<file path="src/rtl/prbs8_err_ctr.sv">
// +--------------------------------------------------------------------------+
// | prbs8_err_ctr : saturating up-counter with clear priority over increment  |
// | Revision      : 1.0                                                       |
// +--------------------------------------------------------------------------+
`default_nettype none

module prbs8_err_ctr #(
  parameter int ERR_W = 16
) (
  input  logic             clk,
  input  logic             rst,
  input  logic             inc_i,
  input  logic             clr_i,
  output logic [ERR_W-1:0] cnt_o
);

  logic [ERR_W-1:0] cnt_q, cnt_d;

  always_comb begin
    cnt_d = cnt_q;
    if (clr_i) begin
      cnt_d = '0;
    end else if (inc_i && (cnt_q != {ERR_W{1'b1}})) begin
      cnt_d = cnt_q + ERR_W'(1);
    end
  end

  always_ff @(posedge clk or posedge rst) begin
    if (rst) begin
      cnt_q <= '0;
    end else begin
      cnt_q <= cnt_d;
    end
  end

  assign cnt_o = cnt_q;

endmodule

`default_nettype wire

</file>
<file path="config.mk">
export PLATFORM = sky130hd
export DESIGN_NAME = prbs8_err_ctr
export DESIGN_NICKNAME = d
export VERILOG_FILES = /design/src/rtl/prbs8_err_ctr.sv
export SDC_FILE = /design/constraint.sdc
export NUM_CORES = 1
export LEC_CHECK = 0
export CAP_MARGIN = 25
export CELL_PAD_IN_SITES_DETAIL_PLACEMENT = 1
export CELL_PAD_IN_SITES_GLOBAL_PLACEMENT = 1
export CORE_ASPECT_RATIO = 1.25
export CORE_MARGIN = 10
export CORE_UTILIZATION = 37
export CTS_BUF_LIST = sky130_fd_sc_hd__clkbuf_8 sky130_fd_sc_hd__clkbuf_16
export DETAILED_ROUTE_END_ITERATION = 16
export PLACE_DENSITY = 0.81
export SLEW_MARGIN = 40
export SYNTH_ARGS = -nofsm -noshare
export SYNTH_HDL_FRONTEND = slang
export SYNTH_SLANG_ARGS = --single-unit
</file>
<file path="constraint.sdc">
create_clock -name clk -period 1.95 [get_ports clk]
set_input_delay 0.195 -clock clk [delete_from_list [all_inputs] [get_ports clk]]
set_output_delay 0.195 -clock clk [all_outputs]
set_load 0.005 [all_outputs]
</file>
After elaboration in Yosys (flattened, before gate mapping) --
Cells that the tools add are included.
Storage, ports and cells: output and inout bits 16, logic and storage cells 7, flip-flop bits (word level) 16, input port bits 4
Operators by class: reductions and logical operators 2, multiplexer cells 2, $add $sub $neg 1, equality and inequality tests 1
Operator list (number):
- 2-to-1 mux 16 bit | 2
- adder 16 x 1 -> 16 bit, second input constant | 1
- inequality test 16 bit, second input constant | 1
- nonzero test 2 bit | 1
- logical AND 1 bit | 1

Longest topological paths before layout --
Gate-level depths: netlist of the first run.
word-level depth 4, depth in mapped cells 6, depth with buffers taken out 5

Worst setup path before layout of the first run --
OpenSTA, ideal clock, no wires.
path type register to register, start register cnt_q[0], in the netlist cnt_o[0], end register cnt_q[0], in the netlist cnt_o[0], stages on the path, launching flop included 7, data arrival time 1.657 ns, library setup time 0.125 ns, path buffers 1, data required time 1.825 ns, setup slack 0.168 ns, clock period less this slack 1.782 ns, cells stage by stage dfrtp_1 > ha_1 > clkbuf_1 > nand3_1 > nor4_1 > nor2b_1 > mux2_2
Between the ends: word-level cells in the longest chain between the ends 3, elaborated cells on any way between the ends 6, those cells by class 1 x add/sub; 1 x eq/ne; 2 x mux; 2 x reduce/logical
Ends and longest elaborated chain:
- start, declared | line 17 | logic [ERR_W-1:0] cnt_q, cnt_d;
- start signal, assigned | line 32 | cnt_q <= cnt_d;
- adder 16 x 1 -> 16 bit / inequality test 16 bit (equally long branches) | line 24, 23
- 2-to-1 mux 16 bit / logical AND 1 bit (equally long branches) | line 23 | end else if (inc_i && (cnt_q != {ERR_W{1'b1}})) begin
- 2-to-1 mux 16 bit / nonzero test 2 bit (equally long branches)
Parallel ways exist; a longest one is shown, timed or not. The select of a mux whose other input is x is not followed. A chain may end at the register's enable or synchronous reset.

Worst setup path after layout of the first run --
start register cnt_q[4], in the netlist cnt_o[4], end register cnt_q[13], in the netlist cnt_o[13]
Same word-level chain as after synthesis.

==> results of run 1 <==
-- worst paths after layout --
check / slack, ns / end
max: 0.13 / cnt_o[13]
min: 0.32 / cnt_o[4]
max reg2reg: 0.13 / cnt_o[13]
min reg2reg: 0.60 / cnt_o[14]
max in group asynchronous: 1.19 / cnt_o[3]
min in group clk: 0.60 / cnt_o[14]
-- cell usage in the layout (no fill, tap or decap) --
master	synthesis	layout
sky130_fd_sc_hd__a21oi_1	12	12
sky130_fd_sc_hd__a31oi_1	1	1
sky130_fd_sc_hd__and4_1	1	1
sky130_fd_sc_hd__buf_4	1	15
sky130_fd_sc_hd__clkbuf_8	0	4
sky130_fd_sc_hd__clkdlybuf4s50_1	0	19
sky130_fd_sc_hd__dfrtp_1	16	13
sky130_fd_sc_hd__dfrtp_2	0	3
sky130_fd_sc_hd__ha_1	1	1
sky130_fd_sc_hd__inv_1	3	3
sky130_fd_sc_hd__mux2_2	2	2
sky130_fd_sc_hd__mux2i_1	1	1
sky130_fd_sc_hd__nand2_1	6	6
sky130_fd_sc_hd__nand2b_1	2	2
sky130_fd_sc_hd__nand3_1	7	7
sky130_fd_sc_hd__nand4_1	4	4
sky130_fd_sc_hd__nand4_4	1	1
sky130_fd_sc_hd__nor2_1	3	3
sky130_fd_sc_hd__nor2b_1	3	3
sky130_fd_sc_hd__nor3_1	4	4
sky130_fd_sc_hd__nor4_1	3	2
sky130_fd_sc_hd__nor4_2	0	1
sky130_fd_sc_hd__o21ai_0	5	5
sky130_fd_sc_hd__o31ai_1	5	5
sky130_fd_sc_hd__o41ai_1	2	2
sky130_fd_sc_hd__or3_1	6	6
sky130_fd_sc_hd__or3_2	1	1
sky130_fd_sc_hd__or4_1	6	6
sky130_fd_sc_hd__or4_2	1	1
sky130_fd_sc_hd__or4_4	1	1
-- metal layers --
layer  share of wire  vias up  track usage
met5               0        -            0
met4           0.036        0      0.05150
met3           0.048       15      0.03971
met2            0.50       34       0.2105
met1            0.42      466       0.1297
li1                -      459            -
-- stage by stage --
step	total power, uW	instance area (um2)	hold WS [ns]
floorplan	373.5	932.1	0.1087
global placement	401.4	1214	0.5555
detailed placement	404.3	1214	0.5809
CTS	702.2	1269	0.3491
global route	727.9	1316	0.3709
finish	697.4	1316	0.3195
-- final cells by class --
cell class              count  area, um2  area share
inverters                   3      11.26    0.008555
repair buffers             34      302.8      0.2300
multi-input cells          78      501.7      0.3812
clock buffers               4      55.05     0.04183
flip-flops and latches     16      404.1      0.3070
well taps                  33      41.29     0.03137
-- repair_timing --
action,4_1_cts,5_1_grt
gates resized for setup,0,4
buffers inserted,0,5
setup endpoints to repair,0,3
-- cell families after synthesis --
group           after synthesis
flops                        16
fa+ha+maj                     1
mux                           3
simple gates                 49
compound gates               25
buf+inv                       7
-- where the power goes --
group | internal [uW] | switching, uW | total (uW)
Sequential | 336 | 2.61 | 338
Clock | 179 | 120 | 299
Combinational | 28.0 | 31.7 | 59.7
==> run metrics, run 1 <==
share of cell area taken by muxes after synthesis 0.03490; die width 64.90 um; highest net fanout along the worst path 6; total global routing track utilization 0.1217; vias 974; total half-perimeter wirelength after legalization and detailed placement 2095 um; Final #Nets 141; DRC violations left 0; Total Die Area 0.004939 mm2; Worst path slowest cell sky130_fd_sc_hd__or4_4; worst-case headroom to the max-slew limit 0.5839; clock-pin slew of the registers on the worst-case setup and hold paths 0.06 ns; remaining global-route overflow 0; Total Neg Setup Slack 0 ns; per-cell via count in the routed design 5.798; Max-Cap Viols 0; synthesized flop and latch total 16; count of non-filler cells in the finished layout 168; slack of the critical path 0.1348 ns; via count of the first global-routing pass 1032; Compound-Gate Fraction of Synth Area 0.1570; primary flip-flop cell chosen by synthesis mapping sky130_fd_sc_hd__dfrtp_1; iteration-0 DRC count of the detailed router 31; vertical die dimension 76.12 um; Setup Crit Path Kind reg -> reg; post-placement cell count 159; library cell with the largest summed area after synthesis sky130_fd_sc_hd__dfrtp_1; Routed WL 3123 um; longest individual stage delay on the worst path 0.57 ns; Crit. End Element flip-flop; final hold violation count 0; data required time of the worst path 2.13 ns; Hold Buf Count CTS 0; area growth from synthesis to layout 41.21%; IR drop worst, VDD 0.0003962 V; fraction of the mapped netlist area in adder cells 0.01342; length of the first detailed-routing pass in iterations 4; Async SR Flop Fraction 1.000; Post-synth EDFFs 0; number of placement rows 20; number of nets still failing antenna checks after routing 0; final clock skew 0.002464 ns; critical path depth 4; top-level port count 20; family with the most delay on the worst path simple AND/OR/NAND/NOR gates; Initial Utilization 0.3840; routed length per placed instance 18.59 um; startpoint type of the worst setup path flip-flop; Post-Place Worst Slack 0.08714 ns; Layout fillers 301; Synthesis Warnings 0; ranking of synthesized cells by instance count sky130_fd_sc_hd__dfrtp_1 (16), sky130_fd_sc_hd__a21oi_1 (12), sky130_fd_sc_hd__nand3_1 (7); max reg flops 16; startpoint of the lowest-slack register-to-register path cnt_o[4]; maximum clock insertion buffer count 2; result of the run finished, final reports clean; maximum number of pins on one net before global-route repair 17; clk_lat worst skew 0.25 ns; transition time at the pin with the least slew margin 0.6235 ns; XOR/XNOR share of the synthesized area 0; Final Max Tran Viols 0; worst-path cell chain nand4_1 -> or4_4 -> or4_1 -> a21oi_1; total buffers and inverters traversed by the critical path 0; buffers added on ports 19; antenna violations before repair 0; Mean Syn Cell Area 9.229 um2; final core utilization 0.5423; number of buffers inserted during clock tree synthesis 3; TritonCTS clock tree done; total nets after synthesis 106; share of layout cells above drive strength 1 0.2148; Static Leakage 0.0004886 uW; first-pass GRT wire length 4933 um; post-synth design cell area 932.1 um2; critical path startpoint cnt_o[4]; critical path data arrival time 1.99 ns; Reg2Reg Depth 4; Diodes inserted 0; area share of the leading cell type in the synthesized netlist 0.4295; count leader, synth sky130_fd_sc_hd__dfrtp_1; Root Buffer Master sky130_fd_sc_hd__clkbuf_8; dominant combinational cell family by area after synthesis simple AND/OR/NAND/NOR gates; hold crit path type in -> async; highest achievable clock rate 0.5509 GHz; final weighted congestion in routability-driven placement 0.7716; H-tree depth 1; # clock sinks 16; final clock period utilization by the worst path 0.9309; post-synthesis cell count 101; fin crit period 1.815 ns; Cell variety after synth 29; portion of the post-synthesis area used by sequential elements 0.4295; placeable core region 0.002427 mm2; share of synthesized cell area in and, or, nand and nor gates 0.3262; endpoints failing setup 0; ratio of total power to cell area 529.8 mW/mm2; cell types occupying the most area after synthesis sky130_fd_sc_hd__dfrtp_1 (43%), sky130_fd_sc_hd__a21oi_1 (6.4%), sky130_fd_sc_hd__or4_1 (4.8%)
(Power assumes the default switching activity.)
==> run 2, diff against run 1 <==
--- a/config.mk
+++ b/config.mk
@@ -9,7 +9,6 @@
 export CELL_PAD_IN_SITES_DETAIL_PLACEMENT = 1
 export CELL_PAD_IN_SITES_GLOBAL_PLACEMENT = 1
 export CORE_ASPECT_RATIO = 1.25
-export CORE_MARGIN = 10
 export CORE_UTILIZATION = 37
 export CTS_BUF_LIST = sky130_fd_sc_hd__clkbuf_8 sky130_fd_sc_hd__clkbuf_16
 export DETAILED_ROUTE_END_ITERATION = 16
==> run 2 against run 1 <==
  * Non-clock buffer count fell by 4
  * Total power about the same
  * Die area fell by 45%
  * Flip-flop and latch count stayed put
  * Largest power group unchanged
  * Wire length decreased by 14%
  * Setup slack lost 0.0087 ns
  * Combinational power fell by 3%
  * Largest cell class unchanged
  * Design area fell by 2.4%
  * Register-to-register slack barely moved
  * Critical path type unchanged
  * Via count decreased by 1.0%
  * First-iteration DRC count down 42%
==> run metrics, run 2 (same netlist as run 1, synthesis figures left out) <==
result of the run finished, final reports clean; FF-to-FF setup slack 0.13 ns (about the same); worst-case headroom to the max-slew limit 0.5810 (-0.002858); antenna violations before repair 0 (unchanged); Reg2Reg Depth 4 (unchanged); Diodes inserted 0 (unchanged); routed length per placed instance 16.56 um (-11%); Setup Crit Path Kind reg -> reg; placeable core region 0.002282 mm2 (-6.0%); most common library cell in the layout ignoring fill and taps sky130_fd_sc_hd__clkdlybuf4s50_1; hold crit path type in -> async; clock-pin slew of the registers on the worst-case setup and hold paths 0.06 ns (about the same); top-level port count 20 (unchanged); Setup Fix Bufs, Post-CTS 0 (unchanged); DRC violations left 0 (unchanged); area growth from synthesis to layout 37.85%; final hold violation count 0 (unchanged); maximum clock insertion buffer count 2 (unchanged); endpoint of the worst register-to-register path cnt_o[13]; buffers added on ports 19 (unchanged); final core utilization 0.5630 (+0.02078); Total Die Area 0.002725 mm2 (-45%); clk_lat worst skew 0.26 ns (about the same); vias 964 (-1.0%); startpoint type of the worst setup path flip-flop; ratio of total power to cell area 542.5 mW/mm2 (+2.4%); commonest cells after routing, fill and taps aside sky130_fd_sc_hd__clkdlybuf4s50_1 (19), sky130_fd_sc_hd__a21oi_1 (12), sky130_fd_sc_hd__dfrtp_1 (12), sky130_fd_sc_hd__buf_4 (11), sky130_fd_sc_hd__nand3_1 (7); slack of the critical path 0.1262 ns (-0.008668 ns); Worst path slowest cell sky130_fd_sc_hd__or4_4; fin crit period 1.824 ns (+0.008668 ns); # clock sinks 16 (unchanged); worst-path cell chain nand4_1 -> or4_4 -> or4_1 -> a21oi_1; Hold WS 0.3137 ns (-0.005825 ns); max reg flops 16 (unchanged); endpoints failing setup 0 (unchanged); critical path data arrival time 2.01 ns (+0.02 ns); Initial Utilization 0.4084 (+0.02442); IR drop worst, VDD 0.0004270 V (+7.8%); startpoint of the lowest-slack register-to-register path cnt_o[4]; final weighted congestion in routability-driven placement 0.7633 (-1.1%); iteration-0 DRC count of the detailed router 18 (-42%); per-cell via count in the routed design 5.951 (+2.6%); Max-Cap Viols 0 (unchanged); via count of the first global-routing pass 1086 (+5.2%); Final Max Tran Viols 0 (unchanged); Routed WL 2683 um (-14%); remaining global-route overflow 0 (unchanged); die width 46.90 um (-28%); maximum number of pins on one net before global-route repair 17 (unchanged); total buffers and inverters traversed by the critical path 0 (unchanged); Total Neg Setup Slack 0 ns (unchanged); share of layout cells above drive strength 1 0.1985 (-0.01634); data required time of the worst path 2.13 ns (about the same); longest individual stage delay on the worst path 0.56 ns (about the same); highest achievable clock rate 0.5483 GHz (-0.48%); family with the most delay on the worst path simple AND/OR/NAND/NOR gates; number of nets still failing antenna checks after routing 0 (unchanged); total global routing track utilization 0.2331 (+0.1114); first-pass GRT wire length 4664 um (-5.5%); Final #Nets 137 (-2.8%); length of the first detailed-routing pass in iterations 4 (unchanged); total half-perimeter wirelength after legalization and detailed placement 1992 um (-5.0%); Root Buffer Master sky130_fd_sc_hd__clkbuf_8; number of buffers inserted during clock tree synthesis 3 (unchanged); RSZ-0062 raised after global routing false; number of placement rows 19 (-5.0%); highest net fanout along the worst path 6 (unchanged); Static Leakage 0.0004678 uW (-4.3%); vertical die dimension 58.12 um (-24%); TritonCTS clock tree done; H-tree depth 1 (unchanged); final clock skew 0.001182 ns (-0.001282 ns); transition time at the pin with the least slew margin 0.6278 ns (+0.004282 ns); final clock period utilization by the worst path 0.9353 (+0.004445); Post-Place Worst Slack 0.05613 ns (-0.03101 ns); Crit. End Element flip-flop
-- run 2: cell count changes in the layout (fill, tap and decap cells not counted) --
cell / before / now
sky130_fd_sc_hd__buf_4: 15 / 11
sky130_fd_sc_hd__dfrtp_1: 13 / 12
sky130_fd_sc_hd__dfrtp_2: 3 / 4
-- run 2: how the worst max path moves through the flow --
stage,start,end,cells past startpoint
floorplan,cnt_o[0],cnt_o[0],6
global placement,inc_i,cnt_o[13],5
detailed placement,inc_i,cnt_o[13],5
CTS,cnt_o[2],cnt_o[13],4
global route,cnt_o[4],cnt_o[13],4
finish,cnt_o[4],cnt_o[13],4
-- run 2: timing repair --
action / 4_1_cts / 5_1_grt
hold buffers: 0 / 0
gates resized for setup: 0 / 5
setup endpoints to repair: 0 / 3
-- run 2: area by class of cell --
class,instances,area (um2)
multi-input combinational,78,501.7
inverter,3,11.26
clock buffer,4,55.05
fill,277,997.2
timing repair buffer,30,272.8
sequential,16,405.4
tap,31,38.79
-- run 2: metal layers --
layer / track usage / part of all wire
met4: 0.1061 / 0.023
met1: 0.2524 / 0.41
met2: 0.4246 / 0.54
met5: 0 / 0
met3: 0.03115 / 0.031
-- run 2: power by group --
group / total, uW / internal (uW) / switching, uW / leakage [uW]
Clock: 301 / 180 / 121 / 0.0000288
Combinational: 57.8 / 27.4 / 30.4 / 0.000224
Sequential: 339 / 336 / 2.79 / 0.000215
-- run 2: worst reg2reg max path, delay by kind of cell, from the launching register on --
kind               cells  cell delay (ns)
AOI/OAI and AO/OA      1             0.15
DFF                    1             0.42
and+or+nand+nor        3             1.18
-- run 2: metrics by stage --
stage | cells | cell area [um2] | power [uW]
detailed placement | 158 | 1219 | 402.6
global route | 162 | 1285 | 720.2
finish | 162 | 1285 | 697.1
floorplan | 101 | 932.1 | 373.5
global placement | 158 | 1219 | 400.6
CTS | 162 | 1274 | 702.5
==> variant, RTL diff (settings of run 1) <==
Make the reset (`rst`) synchronous in one clocked block.
--- a/src/rtl/prbs8_err_ctr.sv
+++ b/src/rtl/prbs8_err_ctr.sv
@@ -27,3 +27,3 @@
 
-  always_ff @(posedge clk or posedge rst) begin
+  always_ff @(posedge clk) begin
     if (rst) begin
Behaviour: differs if rst is asserted again (counterexample within 4 cycles, from zero or initial values and one cycle with rst high); with rst held inactive, the same outputs for 10 cycles.
==> variant against run 1 <==
Sequential cell count unchanged. Wire length down 23%. Clock power down 16%. Setup slack better by 0.14 ns. Final area down 11%. Power down 12%. Synthesized area down 1.6%. Clock skew about the same. Final cell count down 7.7%. Critical endpoint is now cnt_o[12]. Largest cell class unchanged.
==> variant: results (changes against run 1) <==
stage	metric	value	unit	change
status	status	completed		
detailed_routing	met3_wirelength	161	µm	+6.6%
grt	use_met1	11.6	%	-1.4 points
detailed_routing	first_pass_iters	3		-1
power_and_ir_drop	p_leak	0.406	nW	-17%
synth	syn_nets	107		+0.94%
sta	relSlewSlack	72.7	%	+14 points
placed_design	dpl.hpwl	1890	µm	-9.6%
synth	synth_top_flop_cell	dfxtp_1		
cts	root_buffer	clkbuf_8		
detailed_routing	drt-wirelength-per-cell	15.5	µm	-16%
grt	grt_pass1_wl	4190	µm	-15%
detailed_routing	drtIter0Drc	12		-61%
detailed_routing	viasPerCell	5.58		-3.7%
placed_design	gp_congestion	0.746		-3.4%
layout	fin_nets	129		-8.5%
power_and_ir_drop	vdd_drop_max	289	µV	-27%
placed_design	dp_slack	0.165	ns	+0.0776 ns
grt	grt_pass1_vias	855		-17%
layout	drive_gt1_share	14.8	%	-6.7 points
placed_design	placed_cell_area	0.00113	mm²	-7.0%
grt	grt_max_degree	12		-5
critical_path	cp.arrival	1.83	ns	-0.16 ns
grt	grt_usage	10.9	%	-1.2 points
detailed_routing	met1_length	1030	µm	-21%
sta	fin_setup_tns	0	ns	unchanged
synth	ys_top_cells_by_count	dfxtp_1 (16), nand2_1 (13), a21oi_1 (6), mux2i_1 (6), nand3_1 (5)		
grt	use_met2	18.4	%	-2.6 points
synth	ys_seq_area_share	34.9	%	-8.0 points
synth	ys_top_cells_by_area	dfxtp_1 (35%), mux2i_1 (6.5%), nand2_1 (5.3%), a21oi_1 (3.3%), a31oi_1 (2.7%)		
synth	async_reset_ff_share	0	%	-100 points
sta	fin_skew	0.00231	ns	-0.000150 ns
detailed_routing	route.met2.wl	1160	µm	-25%
## variant: changes by cell type after synthesis, sizes merged, moves of 6 or more
| cell | delta |
|---|---|
| and3 | +6 |
| nand2 | +7 |
| or4 | -8 |
| a21oi | -6 |
| dfxtp | +16 |
| dfrtp | -16 |
## variant: cell families (layout without fill, tap and decap cells)
kind of cell,count (synthesis),count (layout),share of synthesized area (%)
buf+inv,6,26,5.05
compound gates,27,27,20.6
mux,6,6,6.55
simple gates,46,46,31.5
fa+ha+maj,1,1,1.36
flops,16,16,34.9
## variant: power by group
| group | leakage, nW | switching, mW | internal, mW | total, mW |
|---|---|---|---|---|
| registers | 0.129 | 0.00208 | 0.328 | 0.330 |
| clock network | 0.0216 | 0.113 | 0.137 | 0.250 |
| logic | 0.255 | 0.0157 | 0.0167 | 0.0323 |
| total | 0.406 | 0.131 | 0.482 | 0.613 |
## variant: cell type report
| type | count | area [µm²] | share of cell area (%) |
|---|---|---|---|
| Multi-Input combinational cell | 80 | 551 | 47.1 |
| Sequential cell | 16 | 320 | 27.4 |
| Timing Repair Buffer | 22 | 213 | 18.2 |
| Clock buffer | 3 | 41.3 | 3.53 |
| Tap cell | 33 | 41.3 | 3.53 |
| Inverter | 1 | 3.75 | 0.321 |
## variant: worst paths after layout
check,cells past startpoint,startpoint,slack (ns),endpoint
worst max-delay path,5,cnt_o[0],0.27,cnt_o[12]
worst min-delay path,2,cnt_o[3],0.51,cnt_o[3]
worst max register to register,5,cnt_o[0],0.27,cnt_o[12]
worst min register to register,2,cnt_o[3],0.51,cnt_o[3]
## variant: critical path: stages (launching register included)
cell and delay [ns]:
dfxtp_1 0.42, ha_1 0.22, and4_4 0.26, and3_1 0.29, a31oi_1 0.12, a311oi_1 0.27
